$ cat src/rtl/fpmul_pkg.sv
// Shared constants and types for the binary32 multiplier pack stage.
// Flag word bit positions, exception bit positions and special encodings.
package fpmul_pkg;

    localparam int FLG_AP_ZF   = 10;
    localparam int FLG_AP_DNF  = 9;
    localparam int FLG_AP_INFF = 8;
    localparam int FLG_AP_NANF = 7;
    localparam int FLG_ROUND   = 6;
    localparam int FLG_UNF     = 5;
    localparam int FLG_OVF     = 4;
    localparam int FLG_AB_NAN  = 3;
    localparam int FLG_AB_INF  = 2;
    localparam int FLG_AB_ZERO = 1;
    localparam int FLG_AB_DNF  = 0;

    localparam int EXC_INVALID   = 3;
    localparam int EXC_OVERFLOW  = 2;
    localparam int EXC_UNDERFLOW = 1;
    localparam int EXC_INEXACT   = 0;

    localparam logic [31:0] QNAN    = 32'h7FC0_0000;
    localparam logic [7:0]  EXP_MAX = 8'hFF;

    typedef struct packed {
        logic ab_nan;
        logic ab_inf;
        logic ab_zero;
        logic ab_dnf;
        logic ovf;
        logic unf;
        logic rnd;
    } s1_flags_t;

endpackage

$ cat src/rtl/fp_round_inc.sv
// Round increment: adds the round bit to the 23-bit fraction, carrying into a 9-bit exponent.
// Latency: combinational. Backpressure: none (pure logic).
// A fraction carry leaves the low 23 sum bits at zero, which is the wrapped mantissa.
module fp_round_inc (
    input  logic [7:0]  i_exp,
    input  logic [22:0] i_mant,
    input  logic        i_inc,
    output logic [8:0]  o_exp,
    output logic [22:0] o_mant
);

    logic [23:0] w_sum;

    assign w_sum  = {1'b0, i_mant} + {23'd0, i_inc};
    assign o_mant = w_sum[22:0];
    assign o_exp  = w_sum[23] ? ({1'b0, i_exp} + 9'd1) : {1'b0, i_exp};

endmodule

$ cat src/rtl/fp_mul_pack.sv
// Final multiplier stage: rounds, resolves special cases, packs binary32; sticky status with FPMUL_STATUS_EN.
// Latency: 2 cycles, 1 beat/cycle throughput.
// Backpressure: two-entry skid via per-stage hold; in_ready is combinational from out_ready.
module fp_mul_pack
    import fpmul_pkg::*;
(
    input  logic        clk,
    input  logic        rst,
    input  logic        in_valid,
    output logic        in_ready,
    input  logic        in_sign,
    input  logic [7:0]  in_exp,
    input  logic [22:0] in_mant,
    input  logic [10:0] in_flags,
    output logic        out_valid,
    input  logic        out_ready,
    output logic [31:0] out_result,
    output logic [3:0]  out_exc
`ifdef FPMUL_STATUS_EN
    ,
    input  logic        status_clr,
    output logic [3:0]  status
`endif
);

    logic        r_s1_vld;
    logic        r_s1_sign;
    logic [8:0]  r_s1_exp;
    logic [22:0] r_s1_mant;
    s1_flags_t   r_s1_flg;

    logic        r_s2_vld;
    logic [31:0] r_s2_res;
    logic [3:0]  r_s2_exc;

    logic        w_s1_adv;
    logic        w_s2_adv;
    logic [8:0]  w_exp_r;
    logic [22:0] w_mant_r;
    s1_flags_t   w_flg;
    logic [31:0] w_res;
    logic [3:0]  w_exc;
    logic        w_unused_ap;

    // The AP_* operand-class flags are carried by the flag word but not needed for packing.
    assign w_unused_ap = ^in_flags[FLG_AP_ZF:FLG_AP_NANF];

    assign w_s2_adv = ~r_s2_vld | out_ready;
    assign w_s1_adv = ~r_s1_vld | w_s2_adv;
    assign in_ready = w_s1_adv;

    assign w_flg = '{ab_nan:  in_flags[FLG_AB_NAN],
                     ab_inf:  in_flags[FLG_AB_INF],
                     ab_zero: in_flags[FLG_AB_ZERO],
                     ab_dnf:  in_flags[FLG_AB_DNF],
                     ovf:     in_flags[FLG_OVF],
                     unf:     in_flags[FLG_UNF],
                     rnd:     in_flags[FLG_ROUND]};

    fp_round_inc u_round (
        .i_exp  (in_exp),
        .i_mant (in_mant),
        .i_inc  (in_flags[FLG_ROUND]),
        .o_exp  (w_exp_r),
        .o_mant (w_mant_r)
    );

    always_ff @(posedge clk or posedge rst) begin
        if (rst) begin
            r_s1_vld  <= 1'b0;
            r_s1_sign <= 1'b0;
            r_s1_exp  <= '0;
            r_s1_mant <= '0;
            r_s1_flg  <= '0;
        end else if (w_s1_adv) begin
            r_s1_vld <= in_valid;
            if (in_valid) begin
                r_s1_sign <= in_sign;
                r_s1_exp  <= w_exp_r;
                r_s1_mant <= w_mant_r;
                r_s1_flg  <= w_flg;
            end
        end
    end

    always_comb begin
        w_res              = {r_s1_sign, r_s1_exp[7:0], r_s1_mant};
        w_exc              = '0;
        w_exc[EXC_INEXACT] = r_s1_flg.rnd;
        if (r_s1_flg.ab_nan) begin
            w_res              = QNAN;
            w_exc              = '0;
            w_exc[EXC_INVALID] = 1'b1;
        end else if (r_s1_flg.ab_inf) begin
            w_res = {r_s1_sign, EXP_MAX, 23'd0};
            w_exc = '0;
        end else if (r_s1_flg.ab_zero) begin
            w_res = {r_s1_sign, 8'd0, 23'd0};
            w_exc = '0;
        end else if (r_s1_flg.ab_dnf || (!r_s1_flg.ovf && r_s1_exp < {1'b0, EXP_MAX} && r_s1_flg.unf)) begin
            // Denormal operands flush to zero; plain underflow lands on the same encoding.
            w_res                = {r_s1_sign, 8'd0, 23'd0};
            w_exc                = '0;
            w_exc[EXC_UNDERFLOW] = 1'b1;
            w_exc[EXC_INEXACT]   = 1'b1;
        end else if (r_s1_flg.ovf || r_s1_exp >= {1'b0, EXP_MAX}) begin
            w_res               = {r_s1_sign, EXP_MAX, 23'd0};
            w_exc               = '0;
            w_exc[EXC_OVERFLOW] = 1'b1;
            w_exc[EXC_INEXACT]  = 1'b1;
        end
    end

    always_ff @(posedge clk or posedge rst) begin
        if (rst) begin
            r_s2_vld <= 1'b0;
            r_s2_res <= '0;
            r_s2_exc <= '0;
        end else if (w_s2_adv) begin
            r_s2_vld <= r_s1_vld;
            if (r_s1_vld) begin
                r_s2_res <= w_res;
                r_s2_exc <= w_exc;
            end
        end
    end

    assign out_valid  = r_s2_vld;
    assign out_result = r_s2_res;
    assign out_exc    = r_s2_exc;

`ifdef FPMUL_STATUS_EN
    logic [3:0] r_status;
    logic       w_hs;

    assign w_hs = r_s2_vld & out_ready;

    // A clear coinciding with a handshake keeps that beat's bits.
    always_ff @(posedge clk or posedge rst) begin
        if (rst) begin
            r_status <= '0;
        end else if (status_clr) begin
            r_status <= w_hs ? r_s2_exc : 4'd0;
        end else if (w_hs) begin
            r_status <= r_status | r_s2_exc;
        end
    end

    assign status = r_status;
`endif

endmodule
$ cat config.mk
export PLATFORM = sky130hd
export DESIGN_NAME = fp_mul_pack
export DESIGN_NICKNAME = d
export VERILOG_FILES = /design/src/rtl/fpmul_pkg.sv /design/src/rtl/fp_round_inc.sv /design/src/rtl/fp_mul_pack.sv
export SDC_FILE = /design/constraint.sdc
export NUM_CORES = 1
export LEC_CHECK = 0
export ABC_AREA = 1
export CORE_UTILIZATION = 60
export CTS_BUF_LIST = sky130_fd_sc_hd__clkbuf_2 sky130_fd_sc_hd__clkbuf_4 sky130_fd_sc_hd__clkbuf_8
export CTS_CLUSTER_SIZE = 12
export DETAILED_ROUTE_END_ITERATION = 10
export DONT_BUFFER_PORTS = 1
export MAX_ROUTING_LAYER = met4
export PLACE_DENSITY = 0.88
export SLEW_MARGIN = 15
export SYNTH_ARGS = -nofsm -noshare
export SYNTH_HDL_FRONTEND = slang
export SYNTH_SLANG_ARGS = --single-unit
$ cat constraint.sdc
create_clock -name clk -period 2.1 [get_ports clk]
set_input_delay 0.105 -clock clk [delete_from_list [all_inputs] [get_ports clk]]
set_output_delay 0.105 -clock clk [all_outputs]
set_load 0.1 [all_outputs]
# Word-level counts from Yosys, hierarchy flattened
# Cells that the tools add are included.
# op_classes
addsub	2
magnitude_cmp	2
muxes	11
bitwise	4
n_reduce_logical	7
# ops
operator	count
$mux W31	4
$mux W32	1
$add A23 B1 Y24	1
$mux W3	4
$add A8 B1 Y9 const B	1
$ge A9 B8 Y1 const B	1
$lt A9 B8 Y1 const B	1
$mux W9	1
$mux W4	1
$reduce_and A2 Y1	2
$logic_and A1 B1 Y1	2
$logic_or A1 B1 Y1	2
$not A1 Y1	2
$or A1 B1 Y1	2
$logic_not A1 Y1	1
# totals
regBits	78
input_bits	47
output_inout_bits	38
wordCells	40

# Logic depth before layout (Yosys ltp)
# logic_depth
word_depth	8
mapped_depth	11
mapped_depth_nobuf	10

# Hierarchy
# From an unflattened synthesis, not the netlist that was laid out.
# hier_totals
cells_unflattened	463
area_unflattened_um2	4101.4
# modules_own_cells
mod	n_inst	cells_per_inst	area_each_um2	seq_area_each_um2
fp_mul_pack	1	291	3178.0	1951.9
fp_round_inc	1	172	923.4	0.0

# Worst setup path before layout
# OpenSTA, ideal clock, no wires.
# synth_timing
path_kind	reg-to-reg
start	register r_s2_vld (netlist: out_valid)
end	register r_s1_mant[18]
setup_time_ns	0.117
t_arrival_ns	2.853
required_time_ns	1.983
path_slack_ns	-0.871
stages_incl_launch_ff	7
path_buffers	1
cell_sequence	dfrtp_1 nand3_1 nand2_2 inv_2 buf_2 nand3_1 nand2_1
# synth_between
elab_chain_len	4
# synth_rtl
item	line_no	rtl
start, declared	fp_mul_pack.sv:32	logic r_s2_vld;
start signal, assigned	fp_mul_pack.sv:120	r_s2_vld <= r_s1_vld;
$not A1 Y1	fp_mul_pack.sv:48	assign w_s2_adv = ~r_s2_vld | out_ready;
$or A1 B1 Y1	fp_mul_pack.sv:48	
$or A1 B1 Y1	fp_mul_pack.sv:49	assign w_s1_adv = ~r_s1_vld | w_s2_adv;
named net in_ready	fp_mul_pack.sv:10	output logic in_ready,
$reduce_and A2 Y1 (no line)	--	
end signal, assigned	fp_mul_pack.sv:80	r_s1_mant <= w_mant_r;
end, declared	fp_mul_pack.sv:29	logic [22:0] r_s1_mant;
# The timed path passes the listed nets, and every way through them passes these cells.
# A chain may end at the register's enable or synchronous reset.

# Worst setup path in the final report
# layout_timing
start	input port in_flags[6]
end	register r_s1_mant[18]
# layout_between
elab_chain_len	1
# layout_rtl
item	line_no	rtl
start, declared	fp_mul_pack.sv:14	input logic [10:0] in_flags,
$add A23 B1 Y24	fp_round_inc.sv:14	assign w_sum = {1'b0, i_mant} + {23'd0, i_inc};
# No other way between the ends.

==> flow_metrics.tcl <==
set metrics [dict create \
    tns_ns 0 \
    drtIter0Drc 272 \
    mostFrequentLayoutCells "211 x nand2_1, 78 x dfrtp_1, 44 x nor2_1, 40 x buf_4, 39 x dlygate4sd3_1" \
    n_antenna_cell 0 \
    drc_errors 0 \
    vias_per_cell 5.61 \
    ys_types 31 \
    seqPwrFrac_pct 40.1 \
    end_kind "flop" \
    crit_slowest_cell "dlygate4sd3_1" \
    setup-violations-final 0 \
    track_usage_pct 32.3 \
    p_leak_nw 2.65 \
    intPower_mw 2.67 \
    pre_cts_slack_ns 0.462 \
    die_w_um 85.4 \
    synthSimpleGateAreaFrac_pct 39.4 \
    hold_viol 0 \
    layout-drive-gt1-share_pct 18.1 \
    row_count 30 \
    finClkSkew_ns 0.00777 \
    clkSinkCount 78 \
    p_clk_share_pct 24.0 \
    cts_buffers 9 \
    muxShareOfSynthArea_pct 0 \
    worst-path-buf-inv 2 \
    clock_path_buffers 2 \
    io_pins 85 \
    crit_type "input port to flop" \
    outcome "finished clean" \
    drv_cap 0 \
    finalWeightedCongestion 0.882 \
    dp_cells 640 \
    io_buffers 0 \
    htree_levels 3 \
    die_y_um 85.4 \
    yosysSeqAreaShare_pct 46.8 \
    grt_pass1_wl_mm 17.7 \
    postLayoutSetupSlackWorst_ns 0.176 \
    syn_area_um2 4170 \
    dieArea_um2 7290 \
    firstDrtPassIters 7 \
    syn_nets 581 \
    cts_setup_buffers 0 \
    core_area_um2 6760 \
    stdcell_area_um2 5090 \
    ys_ff_latch 78 \
    comb_power_share_pct 35.9 \
    critical_path.max_stage_delay_ns 0.58 \
    num-nets-final 660 \
    final_util_pct 75.3 \
    startpoint_type "input port" \
    cts.clk_slew.worst_paths_ns 0.07 \
    crit_path_cell_trace "dlygate4sd3_1, ha_1, ha_1, nand3_2, inv_1, nand2_1, nor2_2, nand4_1, nand3_1, nand2_1" \
    layout_commonest_cell "nand2_1" \
    num_vias 3881 \
    antenna_found_initial 0 \
    synthAdderAreaFrac_pct 0.899 \
    hpwl_mm 6.60 \
    hp-class "input port to flop" \
    multi_input_area_um2 1990 \
    max_slew_margin_pct 53.2 \
    cts-root-buf "clkbuf_8" \
    layout_min_cycle_time_ns 1.92 \
    area_growth_pct 21.9 \
    syn_inst 531 \
    grt_pass1_vias 3883 \
    cp_top_family "simple AND/OR/NAND/NOR gates" \
    grt_setup_unrepaired "false" \
    p_sw_mw 1.94 \
    irDropWorstVdd_v 0.000383 \
    yosysWarnings 0 \
    synth-xor-area-share_pct 2.94 \
    powerDensity_nw_per_um2 907 \
    dpl-instance-area_um2 4520 \
    cp.arrival_ns 2.16 \
    synth_compound_area_share_pct 4.17 \
    grt_overflow 0 \
    slew_violations 0 \
    synth_top_family_by_area "simple AND/OR/NAND/NOR gates" \
    worstSkewPairLatency_ns 0.36 \
    routed_wirelength_mm 10.7 \
    grt_max_degree 49 \
    drtAntennaViolNets 0 \
    fillers 469 \
    syn_avg_cell_area_um2 7.86 \
    initial_core_util_pct 61.8 \
    worst-endpoint-required_ns 2.34 \
    finalCritPeriodShare_pct 91.6 \
    tightestPinTransition_ns 0.701 \
    seqCellArea_um2 1950 \
    swShare_pct 42.1 \
    path_max_fanout 5 \
    instances_no_fill 692 \
    wire_per_inst_um 15.5 \
    cts_tree "built" \
    fmax_mhz 520 \
]
-- logic make-up after synthesis --
group / count (synthesis)
AOI/OAI and AO/OA: 34
DFF: 78
and+or+nand+nor: 351
buffers and inverters: 51
xor gates and xnor gates: 14
adders and majority gates: 3
-- registers in the layout, summed over array words and instances, names as in the netlist --
signal	flops
out_result	32
r_s1_mant	23
r_s1_exp	9
r_s1_flg	7
out_exc	4
out_valid	1
r_s1_sign	1
r_s1_vld	1
-- cell type report --
type	instances	share of cell area (%)
Multi-Input combinational cell	402	39.2
Clock inverter	2	0.689
Timing Repair Buffer	80	14.0
Clock buffer	11	2.85
Sequential cell	78	38.4
Tap cell	80	1.97
Inverter	39	2.98
-- metrics by stage --
| stage | hold WS [ns] | power [mW] |
|---|---|---|
| global placement | 0.0919 | 3.39 |
| finish | 0.00584 | 4.62 |
| CTS | 0.00676 | 4.58 |
| detailed placement | 0.107 | 3.44 |
| global route | 0.0369 | 4.79 |
| floorplan | 0.215 | 3.13 |
-- repair_timing --
item,CTS,global route
hold buffers,39,0
resized for setup,0,0
endpoints found under the hold margin,68,0
-- cell usage after synthesis, drive strengths merged --
| master | count | area, um^2 |
|---|---|---|
| a21oi | 9 | 45.0 |
| a22o | 1 | 8.76 |
| buf | 10 | 76.3 |
| clkbuf | 2 | 17.5 |
| clkinv | 4 | 16.3 |
| dfrtp | 78 | 1950 |
| ha | 3 | 37.5 |
| inv | 35 | 131 |
| nand2 | 244 | 1020 |
| nand3 | 29 | 163 |
| nand3b | 5 | 37.5 |
| nand4 | 14 | 87.6 |
| nor2 | 57 | 323 |
| nor4 | 1 | 6.26 |
| o21ai | 24 | 120 |
| or2 | 1 | 6.26 |
| xnor2 | 7 | 61.3 |
| xor2 | 7 | 61.3 |
-- metal layers --
| layer | track usage (%) | up-vias | share of wire, % |
|---|---|---|---|
| li1 | - | 1823 | - |
| met1 | 37.1 | 1821 | 40 |
| met2 | 53.0 | 194 | 49 |
| met3 | 7.98 | 43 | 7.7 |
| met4 | 15.6 | 0 | 3.2 |
| met5 | - | - | 0 |
-- final timing paths --
check / startpoint / endpoint / slack, ns / cells after the start
hold reg to reg: r_s1_mant[20]$_DFFE_PP0P_ / out_result[20]$_DFFE_PP0P_ / 0.48 / 2
max in group asynchronous: rst / r_s1_mant[18]$_DFFE_PP0P_ / 1.09 / 3
hold / removal: in_mant[1] / r_s1_mant[1]$_DFFE_PP0P_ / 0.006 / 3
setup / recovery: in_flags[6] / r_s1_mant[18]$_DFFE_PP0P_ / 0.18 / 10
min in group asynchronous: rst / out_result[31]$_DFFE_PP0P_ / 0.33 / 2
setup reg to reg: r_s1_vld$_DFFE_PP0N_ / r_s1_mant[4]$_DFFE_PP0P_ / 0.38 / 5
-- worst reg2reg max path, cell delays in order (launching register included) --
cell	delay, ns
dfrtp_1	0.44
nand3_4	0.11
nand2_2	0.07
inv_2	0.47
o21ai_0	0.25
o21ai_0	0.27
-- power by group through the flow --
stage	sequential, mW	clock [mW]	combinational (mW)
2_1_floorplan	2.63	0	0.496
3_3_place_gp	1.86	0	1.53
3_5_place_dp	1.87	0	1.57
4_1_cts	1.85	1.09	1.64
5_1_grt	1.87	1.16	1.75
6_report	1.85	1.11	1.66
Power figures use the tool's default switching activity.
